File: src/rtl/pipeline_pkg.sv
// Shared pipeline definitions: fetch-to-decode bus layout, exception encodings
// and the fetch-queue entry record.
package pipeline_pkg;

   localparam logic [31:0] NOP_INST      = 32'h0000_0033;
   localparam int          EXC_VALID_BIT = 5;
   localparam int          IF_ID_BUS_W   = 64;

   typedef logic [5:0] exc_code_t;

   localparam exc_code_t EXC_NONE          = 6'b000000;
   localparam exc_code_t EXC_INST_MISALIGN = 6'b100000;

   typedef struct packed {
      logic [31:0] inst;
      logic [31:0] pc;
      exc_code_t   exc;
   } fq_entry_t;

endpackage

File: src/rtl/fetch_queue.sv
// Synchronous FIFO of fetched {inst, pc, exc} records with flush.
// The head reads as all-zero whenever the queue is empty.
module fetch_queue
   import pipeline_pkg::*;
#(
   parameter int DEPTH = 2,
   localparam int AW = (DEPTH > 1) ? $clog2(DEPTH) : 1
) (
   input  logic        clk,
   input  logic        rst,
   input  logic        flush,
   input  logic        push,
   input  fq_entry_t   push_data,
   input  logic        pop,
   output fq_entry_t   head,
   output logic [AW:0] count,
   output logic        empty
);

   fq_entry_t       mem [DEPTH];
   logic [AW-1:0]   wr_ptr;
   logic [AW-1:0]   rd_ptr;
   logic            full;
   logic            do_push;
   logic            do_pop;

   assign empty   = (count == '0);
   assign full    = (count == (AW+1)'(DEPTH));
   assign do_push = push && !full && !flush;
   assign do_pop  = pop && !empty && !flush;
   assign head    = empty ? '0 : mem[rd_ptr];

   always_ff @(posedge clk) begin
      if (do_push) begin
         mem[wr_ptr] <= push_data;
      end
   end

   always_ff @(posedge clk) begin
      if (rst || flush) begin
         wr_ptr <= '0;
         rd_ptr <= '0;
         count  <= '0;
      end else begin
         if (do_push) wr_ptr <= wr_ptr + AW'(1);
         if (do_pop)  rd_ptr <= rd_ptr + AW'(1);
         case ({do_push, do_pop})
            2'b10:   count <= count + (AW+1)'(1);
            2'b01:   count <= count - (AW+1)'(1);
            default: count <= count;
         endcase
      end
   end

endmodule

File: src/rtl/if_stage.sv
// Instruction-fetch stage: issues 1-cycle-latency SRAM fetches under a credit
// limit, queues responses, and hands {inst, pc, exc} to decode via valid/allowin.
module if_stage
   import pipeline_pkg::*;
#(
   parameter logic [31:0] RESET_PC = 32'h0000_0000,
   parameter int          FQ_DEPTH = 2
) (
   input  logic                   clk,
   input  logic                   rst,
   output logic                   inst_sram_en,
   output logic [31:0]            inst_sram_addr,
   input  logic [31:0]            inst_sram_rdata,
   input  logic                   br_jmp_flag,
   input  logic [31:0]            br_target,
   input  logic                   trap_flag,
   input  logic [31:0]            trap_target,
   input  logic                   ds_allowin,
   output logic                   fs_to_ds_valid,
   output logic [IF_ID_BUS_W-1:0] if_id_bus_out,
   output exc_code_t              exception_code_fd
);

   localparam int CW = $clog2(FQ_DEPTH) + 1;

   // Handshake: decode takes the head entry in any cycle where
   // fs_to_ds_valid && ds_allowin; valid never depends on ds_allowin.

   logic [31:0]   fetch_pc;
   logic [31:0]   req_pc;
   logic          inflight;
   logic          halt;

   logic          redirect;
   logic [31:0]   target;
   logic          active;
   logic          misalign;
   logic          credit;
   logic [CW:0]   occ;
   logic          issue;
   logic          exc_push;
   logic          resp_push;
   logic          pop;
   logic [CW-1:0] count;
   logic          empty;
   fq_entry_t     push_data;
   fq_entry_t     head;

   assign redirect = trap_flag | br_jmp_flag;
   assign target   = trap_flag ? trap_target : br_target;
   assign active   = !rst && !redirect;
   assign misalign = (fetch_pc[1:0] != 2'b00);

   assign fs_to_ds_valid = active && !empty;
   assign pop            = fs_to_ds_valid && ds_allowin;

   // Credit counts the slot freed by a same-cycle pop so the stage sustains
   // one fetch per cycle with only FQ_DEPTH entries of buffering.
   assign occ    = {1'b0, count} + (CW+1)'(inflight) - (CW+1)'(pop);
   assign credit = (occ < (CW+1)'(FQ_DEPTH));

   assign issue     = active && !halt && !misalign && credit;
   assign exc_push  = active && !halt && misalign && !inflight && credit;
   // A response landing in a redirect cycle is wrong-path; gating on active drops it.
   assign resp_push = active && inflight;

   always_comb begin
      push_data = '0;
      if (exc_push) begin
         push_data.inst = NOP_INST;
         push_data.pc   = fetch_pc;
         push_data.exc  = EXC_INST_MISALIGN;
      end else begin
         push_data.inst = inst_sram_rdata;
         push_data.pc   = req_pc;
         push_data.exc  = EXC_NONE;
      end
   end

   assign inst_sram_en      = issue;
   assign inst_sram_addr    = fetch_pc;
   assign if_id_bus_out     = {head.inst, head.pc};
   assign exception_code_fd = head.exc;

   always_ff @(posedge clk) begin
      if (rst) begin
         fetch_pc <= RESET_PC;
         req_pc   <= '0;
         inflight <= 1'b0;
         halt     <= 1'b0;
      end else begin
         inflight <= issue;
         if (issue) req_pc <= fetch_pc;
         if (redirect) begin
            fetch_pc <= target;
            halt     <= 1'b0;
         end else begin
            if (issue)    fetch_pc <= fetch_pc + 32'd4;
            if (exc_push) halt     <= 1'b1;
         end
      end
   end

   fetch_queue #(
      .DEPTH (FQ_DEPTH)
   ) u_fq (
      .clk       (clk),
      .rst       (rst),
      .flush     (redirect),
      .push      (resp_push || exc_push),
      .push_data (push_data),
      .pop       (pop),
      .head      (head),
      .count     (count),
      .empty     (empty)
   );

endmodule

File: config.mk
export PLATFORM = sky130hd
export DESIGN_NAME = if_stage
export DESIGN_NICKNAME = d
export VERILOG_FILES = /design/src/rtl/pipeline_pkg.sv /design/src/rtl/fetch_queue.sv /design/src/rtl/if_stage.sv
export SDC_FILE = /design/constraint.sdc
export NUM_CORES = 1
export LEC_CHECK = 0
export CORE_UTILIZATION = 55
export CTS_CLUSTER_DIAMETER = 150
export DETAILED_ROUTE_END_ITERATION = 6
export GPL_TIMING_DRIVEN = 0
export HOLD_SLACK_MARGIN = 0.06
export PLACE_DENSITY = 0.87
export SLEW_MARGIN = 0
export SYNTH_ARGS = -nofsm -noshare
export SYNTH_HDL_FRONTEND = slang
export SYNTH_SLANG_ARGS = --single-unit
File: constraint.sdc
create_clock -name clk -period 20.5 [get_ports clk]
set_clock_uncertainty 0.15 [all_clocks]
set_input_delay 4.1 -clock clk [delete_from_list [all_inputs] [get_ports clk]]
set_output_delay 4.1 -clock clk [all_outputs]
set_load 0.01 [all_outputs]
==> flow_metrics.py, run 1 <==
metrics = {
    "critical_path": {
        "critical_path.cell_chain": "clkbuf_1 > or3_1 > clkbuf_1 > nor2_1 > and2_1 > ha_1 > nand2b_1 > fa_1 > nor4b_2 > and2_1 > buf_2 > nand2_1 > inv_2 > buf_2 > clkdlybuf4s50_1",
        "crit_path_end_kind": "output port",
        "worst_setup_path_start_kind": "primary input",
        "worstSetupPathType": "primary input to output port",
        "critical-path-max-stage-delay_ps": 570,
        "required_ps": 16250,
        "critical_path_peak_fanout": 10,
        "critPathArrivalTime_ps": 8020,
        "timing.critical_path.slowest_stage_cell": "sky130_fd_sc_hd__clkdlybuf4s50_1",
    },
    "grt": {
        "largest_net_degree_at_the_start_of_global_routing": 30,
        "first_global_vias": 7254,
        "groute.usage.overall_pct": 28.2,
        "grt_antenna_before_repair": 0,
        "grt_pass1_wl_um": 38600,
        "total_congestion_overflow": 0,
    },
    "place": {
        "io_buffers": 196,
        "gpl.final_weighted_congestion": 0.931,
        "placed_cell_area_mm2": 0.0117,
        "post-dp-hpwl_um": 17900,
    },
    "final_layout": {
        "nets": 1175,
        "layout_common_cells": "196 x sky130_fd_sc_hd__clkdlybuf4s50_1, 130 x sky130_fd_sc_hd__edfxtp_1, 109 x sky130_fd_sc_hd__nor2_1",
        "final_common_cell": "sky130_fd_sc_hd__clkdlybuf4s50_1",
        "post_route_cells_drive_above_1_share_pct": 10.1,
        "area_growth_pct": 32.4,
        "diodes": 0,
        "fin_area_mm2": 0.0124,
    },
    "clock_network": {
        "clkSlewWorstSetupHoldPaths_ps": 60,
        "clock_tree.htree_level_count": 1,
        "clk_root_buffer_cell": "sky130_fd_sc_hd__clkbuf_16",
        "post_cts_hold_buffer_count": 0,
        "cts_tree": "yes",
        "clk_path_buf_depth": 3,
        "clock_insertion_delay_worst_skew_ps": 490,
        "post_cts_resized": 0,
        "cts.sinks": 201,
        "numCtsBuffers": 20,
        "post_cts_buffers": 0,
    },
    "drt": {
        "dr.first_iter.drc_count": 703,
        "routed_wire_length_per_instance_um": 19.0,
        "firstDrtPassIters": 5,
        "wirelength_um": 24800,
        "dr_total_vias": 7440,
        "route.detailed.drc": 0,
        "antenna_violating_nets_post_route": 0,
        "via_per_inst": 5.71,
    },
    "synthesis": {
        "ys_seq_elements": 201,
        "yosysWarningCount": 0,
        "syn_avg_cell_area_um2": 11.1,
        "synth_async_sr_flop_share_pct": 0,
        "synth_cells": 844,
        "synth_sequential_area_ratio_pct": 57.0,
        "post_synth_edffs": 130,
        "yosys.cell_types.count": 66,
        "netlist_area_mm2": 0.00935,
        "ys.flop_type": "sky130_fd_sc_hd__edfxtp_1",
    },
    "floorplan": {
        "initial_utilization_pct": 56.4,
        "placeableCoreArea_mm2": 0.0166,
        "num_rows": 47,
        "die_w_um": 132,
        "die-area_mm2": 0.0175,
        "die_height_um": 132,
        "ioPinCount": 205,
    },
    "sta": {
        "final_period_minus_worst_setup_slack_ps": 12270,
        "post-route-period-util_pct": 59.9,
        "finalMaxSlewViolations": 0,
        "setup_viol_count_final": 0,
        "timing_hold_violations_final": 0,
        "worst_slew_pin_slew_ps": 971,
        "grt_setup_unrepaired": "no",
        "setup_tns_ps": 0,
        "slew_headroom_pct": 34.6,
        "achievable-frequency_ghz": 0.0815,
    },
    "power": {
        "max-vdd-ir-drop_uv": 49.7,
        "switching_share_pct": 22.2,
        "power.switching_uw": 201,
        "p_comb_share_pct": 9.7,
        "clock_power_share_pct": 40.7,
        "total_internal_power_uw": 705,
        "power.share.sequential_pct": 49.6,
        "total_power_uw": 906,
        "powerDensity_mw_per_mm2": 73.2,
        "p_leak_uw": 0.00426,
    },
    "hold_path": {
        "hold_path_class": "flop to flop",
    },
    "flow_run": {
        "timing.max_cap.violations": 0,
    },
    "status": {
        "run_status": "complete, no violations",
    },
}
power by group through the flow:
| stage | sequential (µW) | combinational (µW) | clock [µW] |
|---|---|---|---|
| 2_1_floorplan | 457 | 40.1 | 0 |
| 3_3_place_gp | 458 | 84.1 | 0 |
| 3_5_place_dp | 458 | 86.0 | 0 |
| 4_1_cts | 449 | 86.8 | 372 |
| 5_1_grt | 450 | 93.9 | 386 |
| 6_report | 449 | 88.0 | 369 |
worst max-delay path, delay by kind of cell:
kind	cells	cell delay, ps
buffers and inverters	6	1540
AND/OR/NAND/NOR	7	1650
adder cells (fa/ha/maj)	2	710
sequential cells by signal, summed over array words and instances, names as in the netlist, named ones only:
| signal | cells |
|---|---|
| u_fq.rd_ptr | 1 |
| halt | 1 |
| u_fq.count | 2 |
| inflight | 1 |
| u_fq.wr_ptr | 1 |
| inst_sram_addr | 32 |
| u_fq.mem | 130 |
| req_pc | 32 |
stage by stage:
stage / cells / utilization [%] / hold WS (ps) / setup slack, ps
after floorplan: 848 / - / 283 / 9300
after global placement: 1264 / 69.9 / 288 / 8320
after detailed placement: 1268 / 70.7 / 296 / 8280
after CTS: 1304 / 74.6 / 305 / 8250
after global routing: 1304 / 74.6 / 332 / 7950
final: 1304 / 74.6 / 307 / 8230
cell type report:
type / instances / area [µm²]
flip-flops and latches: 201 / 5330
inverters: 9 / 33.8
repair buffers: 200 / 2060
clock buffers: 30 / 579
plain buffers: 66 / 348
well taps: 220 / 275
clock inverters: 6 / 82.6
multi-input cells: 572 / 3670
fillers: 1171 / 4200
layer usage:
layer	share of wire, %	track usage (%)	vias up	wire (µm)
met1	41	37.6	3476	10100
met4	2.7	9.39	0	680
li1	-	-	3484	-
met2	47	46.6	427	11800
met5	0	0	-	0
met3	9.1	5.23	53	2250
worst paths after layout:
path	from	endpoint	slack [ps]	cells past startpoint
max	trap_flag	inst_sram_en	8230	15
min	req_pc[20]	req_pc[20]	310	2
max reg2reg	u_fq.count[1]	u_fq.mem[0][56]	16010	12
min reg2reg	req_pc[20]	req_pc[20]	310	2
cell usage after synthesis (3+ instances only):
cell type | instances | area, µm²
sky130_fd_sc_hd__mux2_2 | 32 | 360
sky130_fd_sc_hd__edfxtp_1 | 130 | 3900
sky130_fd_sc_hd__xor2_1 | 5 | 43.8
sky130_fd_sc_hd__nand3_1 | 10 | 50.1
sky130_fd_sc_hd__mux2i_1 | 74 | 741
sky130_fd_sc_hd__xnor2_1 | 7 | 61.3
sky130_fd_sc_hd__nor3_1 | 8 | 40.0
sky130_fd_sc_hd__o21a_1 | 4 | 30.0
sky130_fd_sc_hd__nand4_1 | 7 | 43.8
sky130_fd_sc_hd__nand2_1 | 84 | 315
sky130_fd_sc_hd__o22ai_1 | 5 | 31.3
sky130_fd_sc_hd__and3_1 | 15 | 93.8
sky130_fd_sc_hd__nor2b_1 | 5 | 31.3
sky130_fd_sc_hd__and2_1 | 33 | 206
sky130_fd_sc_hd__clkbuf_1 | 30 | 113
sky130_fd_sc_hd__buf_4 | 7 | 52.6
sky130_fd_sc_hd__nor2_1 | 111 | 417
sky130_fd_sc_hd__ha_1 | 3 | 37.5
sky130_fd_sc_hd__a221oi_1 | 6 | 52.6
sky130_fd_sc_hd__a21oi_1 | 58 | 290
sky130_fd_sc_hd__dfxtp_1 | 71 | 1420
sky130_fd_sc_hd__a2bb2oi_1 | 3 | 26.3
sky130_fd_sc_hd__and4_1 | 3 | 26.3
sky130_fd_sc_hd__or2_2 | 3 | 18.8
sky130_fd_sc_hd__buf_2 | 12 | 60.1
sky130_fd_sc_hd__nand2b_1 | 7 | 43.8
sky130_fd_sc_hd__a311o_1 | 3 | 30.0
sky130_fd_sc_hd__nor4_1 | 6 | 37.5
sky130_fd_sc_hd__a31oi_1 | 4 | 25.0
sky130_fd_sc_hd__o21ai_0 | 21 | 105
sky130_fd_sc_hd__buf_1 | 12 | 45.0
sky130_fd_sc_hd__nor3b_1 | 5 | 37.5
sky130_fd_sc_hd__inv_1 | 8 | 30.0
sky130_fd_sc_hd__o32ai_1 | 3 | 26.3
sky130_fd_sc_hd__a211oi_1 | 11 | 82.6
cell families after synthesis:
group / Yosys count / synth area share [%]
AOI/OAI and AO/OA: 132 / 8.85
xor gates and xnor gates: 12 / 1.12
adders and majority gates: 4 / 0.616
buffers and inverters: 75 / 4.08
DFF: 201 / 57.0
muxes: 106 / 11.8
other: 1 / 0.0401
and+or+nand+nor: 313 / 16.5
(Power assumes the default switching activity.)
==> inputs of run 2 (changes only) <==
CORE_UTILIZATION = 46   (was 55)
PLACE_DENSITY = 0.78   (was 0.87)
clock period = 10.4 ns   (was 20.5 ns; I/O delays follow)
==> flow_metrics.py, run 2 (synthesis results as in run 1) <==
metrics = {
    "clock_network": {
        "clock_tree.htree_level_count": 1,
        "clock_insertion_delay_worst_skew_ps": 500,
        "cts.sinks": 201,
        "cts_tree": "yes",
        "post_cts_hold_buffer_count": 0,
        "clk_root_buffer_cell": "sky130_fd_sc_hd__clkbuf_16",
        "post_cts_buffers": 0,
        "numCtsBuffers": 21,
        "clk_path_buf_depth": 3,
        "clkSlewWorstSetupHoldPaths_ps": 60,
        "post_cts_resized": 0,
    },
    "power": {
        "p_leak_uw": 0.00428,
        "powerDensity_mw_per_mm2": 146,
        "max-vdd-ir-drop_uv": 117,
    },
    "floorplan": {
        "ioPinCount": 205,
        "num_rows": 51,
        "initial_utilization_pct": 47.4,
        "die-area_mm2": 0.0209,
        "placeableCoreArea_mm2": 0.0197,
        "die_w_um": 145,
        "die_height_um": 145,
    },
    "sta": {
        "worst_slew_pin_slew_ps": 939,
        "setup_tns_ps": 0,
        "final_period_minus_worst_setup_slack_ps": 8220,
        "setup_viol_count_final": 0,
        "post-route-period-util_pct": 79.1,
        "finalMaxSlewViolations": 0,
        "slew_headroom_pct": 36.7,
        "achievable-frequency_ghz": 0.122,
        "timing_hold_violations_final": 0,
        "grt_setup_unrepaired": "no",
        "fin_worst_hold_slack_ps": 302,
    },
    "grt": {
        "grt_antenna_before_repair": 0,
        "grt_pass1_wl_um": 38800,
        "total_congestion_overflow": 0,
        "largest_net_degree_at_the_start_of_global_routing": 29,
        "first_global_vias": 7292,
        "groute.usage.overall_pct": 24.2,
    },
    "drt": {
        "routed_wire_length_per_instance_um": 18.5,
        "firstDrtPassIters": 5,
        "antenna_violating_nets_post_route": 0,
        "dr.first_iter.drc_count": 536,
        "dr_total_vias": 7336,
        "route.detailed.drc": 0,
        "via_per_inst": 5.43,
        "wirelength_um": 25000,
    },
    "final_layout": {
        "nets": 1176,
        "layout_common_cells": "196 x sky130_fd_sc_hd__clkdlybuf4s50_1, 130 x sky130_fd_sc_hd__edfxtp_1, 109 x sky130_fd_sc_hd__nor2_1",
        "area_growth_pct": 33.4,
        "largest_reg_flops": 130,
        "nFillCells": 1533,
        "finish.utilization_pct": 63.2,
        "diodes": 0,
        "top_register": "u_fq.mem",
        "final_common_cell": "sky130_fd_sc_hd__clkdlybuf4s50_1",
        "post_route_cells_drive_above_1_share_pct": 10.6,
        "fin_area_mm2": 0.0125,
    },
    "hold_path": {
        "hold_path_class": "flop to flop",
    },
    "critical_path": {
        "crit_path_end_kind": "output port",
        "worst_setup_path_start_kind": "primary input",
        "critPathArrivalTime_ps": 5990,
        "required_ps": 8170,
        "worstSetupPathType": "primary input to output port",
        "critical_path_peak_fanout": 10,
    },
    "place": {
        "placed_cell_area_mm2": 0.0118,
        "gpl.final_weighted_congestion": 0.941,
        "io_buffers": 196,
        "post-dp-hpwl_um": 18400,
    },
    "flow_run": {
        "timing.max_cap.violations": 0,
    },
    "status": {
        "run_status": "complete, no violations",
    },
}
[run 2: cell types whose count changed in the layout (fill, tap and decap cells not counted), moves of 2 or more]
cell                         delta
sky130_fd_sc_hd__clkbuf_1       -4
sky130_fd_sc_hd__clkbuf_8       +3
sky130_fd_sc_hd__buf_12         +2
sky130_fd_sc_hd__buf_16         -2
sky130_fd_sc_hd__clkinvlp_4     +2
[run 2: through the flow]
stage	std cells	worst slack [ps]	total power [µW]
floorplan	848	2500	979
global placement	1309	745	1070
detailed placement	1313	2210	1070
CTS	1351	2190	1830
global route	1351	1970	1880
finish	1351	2180	1820
[run 2: routing by layer]
layer / global-route usage, % / wire length [µm] / vias up
li1: - / - / 3484
met1: 30.8 / 10300 / 3475
met2: 41.0 / 11800 / 324
met3: 5.00 / 2140 / 53
met4: 8.25 / 712 / 0
met5: 0 / 0 / -
[run 2: worst paths after layout]
path / from / to / slack [ps] / cells after the start
worst max-delay path: trap_flag / inst_sram_en / 2180 / 15
worst min-delay path: req_pc[2] / req_pc[2] / 300 / 2
worst max register to register: u_fq.count[1] / u_fq.mem[0][19] / 5830 / 12
worst min register to register: req_pc[2] / req_pc[2] / 300 / 2
[run 2: area by class of cell]
class / count / area, µm² / share of cell area (%)
plain buffers: 66 / 348 / 2.79
clock buffers: 29 / 606 / 4.86
clock inverters: 9 / 103 / 0.823
inverters: 9 / 33.8 / 0.271
multi-input cells: 572 / 3670 / 29.4
flip-flops and latches: 201 / 5330 / 42.7
well taps: 265 / 332 / 2.66
repair buffers: 200 / 2050 / 16.4
[run 2: where the power goes]
part           internal [µW]  total (µW)  switching (µW)
Combinational           89.7         172            82.1
Sequential               865         888            22.9
Clock                    457         757             300
[run 2: worst max-delay path, stage by stage]
cell and delay, ps:
sky130_fd_sc_hd__clkbuf_1 200, sky130_fd_sc_hd__or3_1 420, sky130_fd_sc_hd__clkbuf_1 160, sky130_fd_sc_hd__nor2_1 200, sky130_fd_sc_hd__and2_1 160, sky130_fd_sc_hd__ha_1 220, sky130_fd_sc_hd__nand2b_1 160, sky130_fd_sc_hd__fa_1 500
sky130_fd_sc_hd__nor4b_2 400, sky130_fd_sc_hd__and2_1 190, sky130_fd_sc_hd__buf_2 200, sky130_fd_sc_hd__nand2_1 150, sky130_fd_sc_hd__inv_2 140, sky130_fd_sc_hd__buf_2 250, sky130_fd_sc_hd__clkdlybuf4s50_1 570
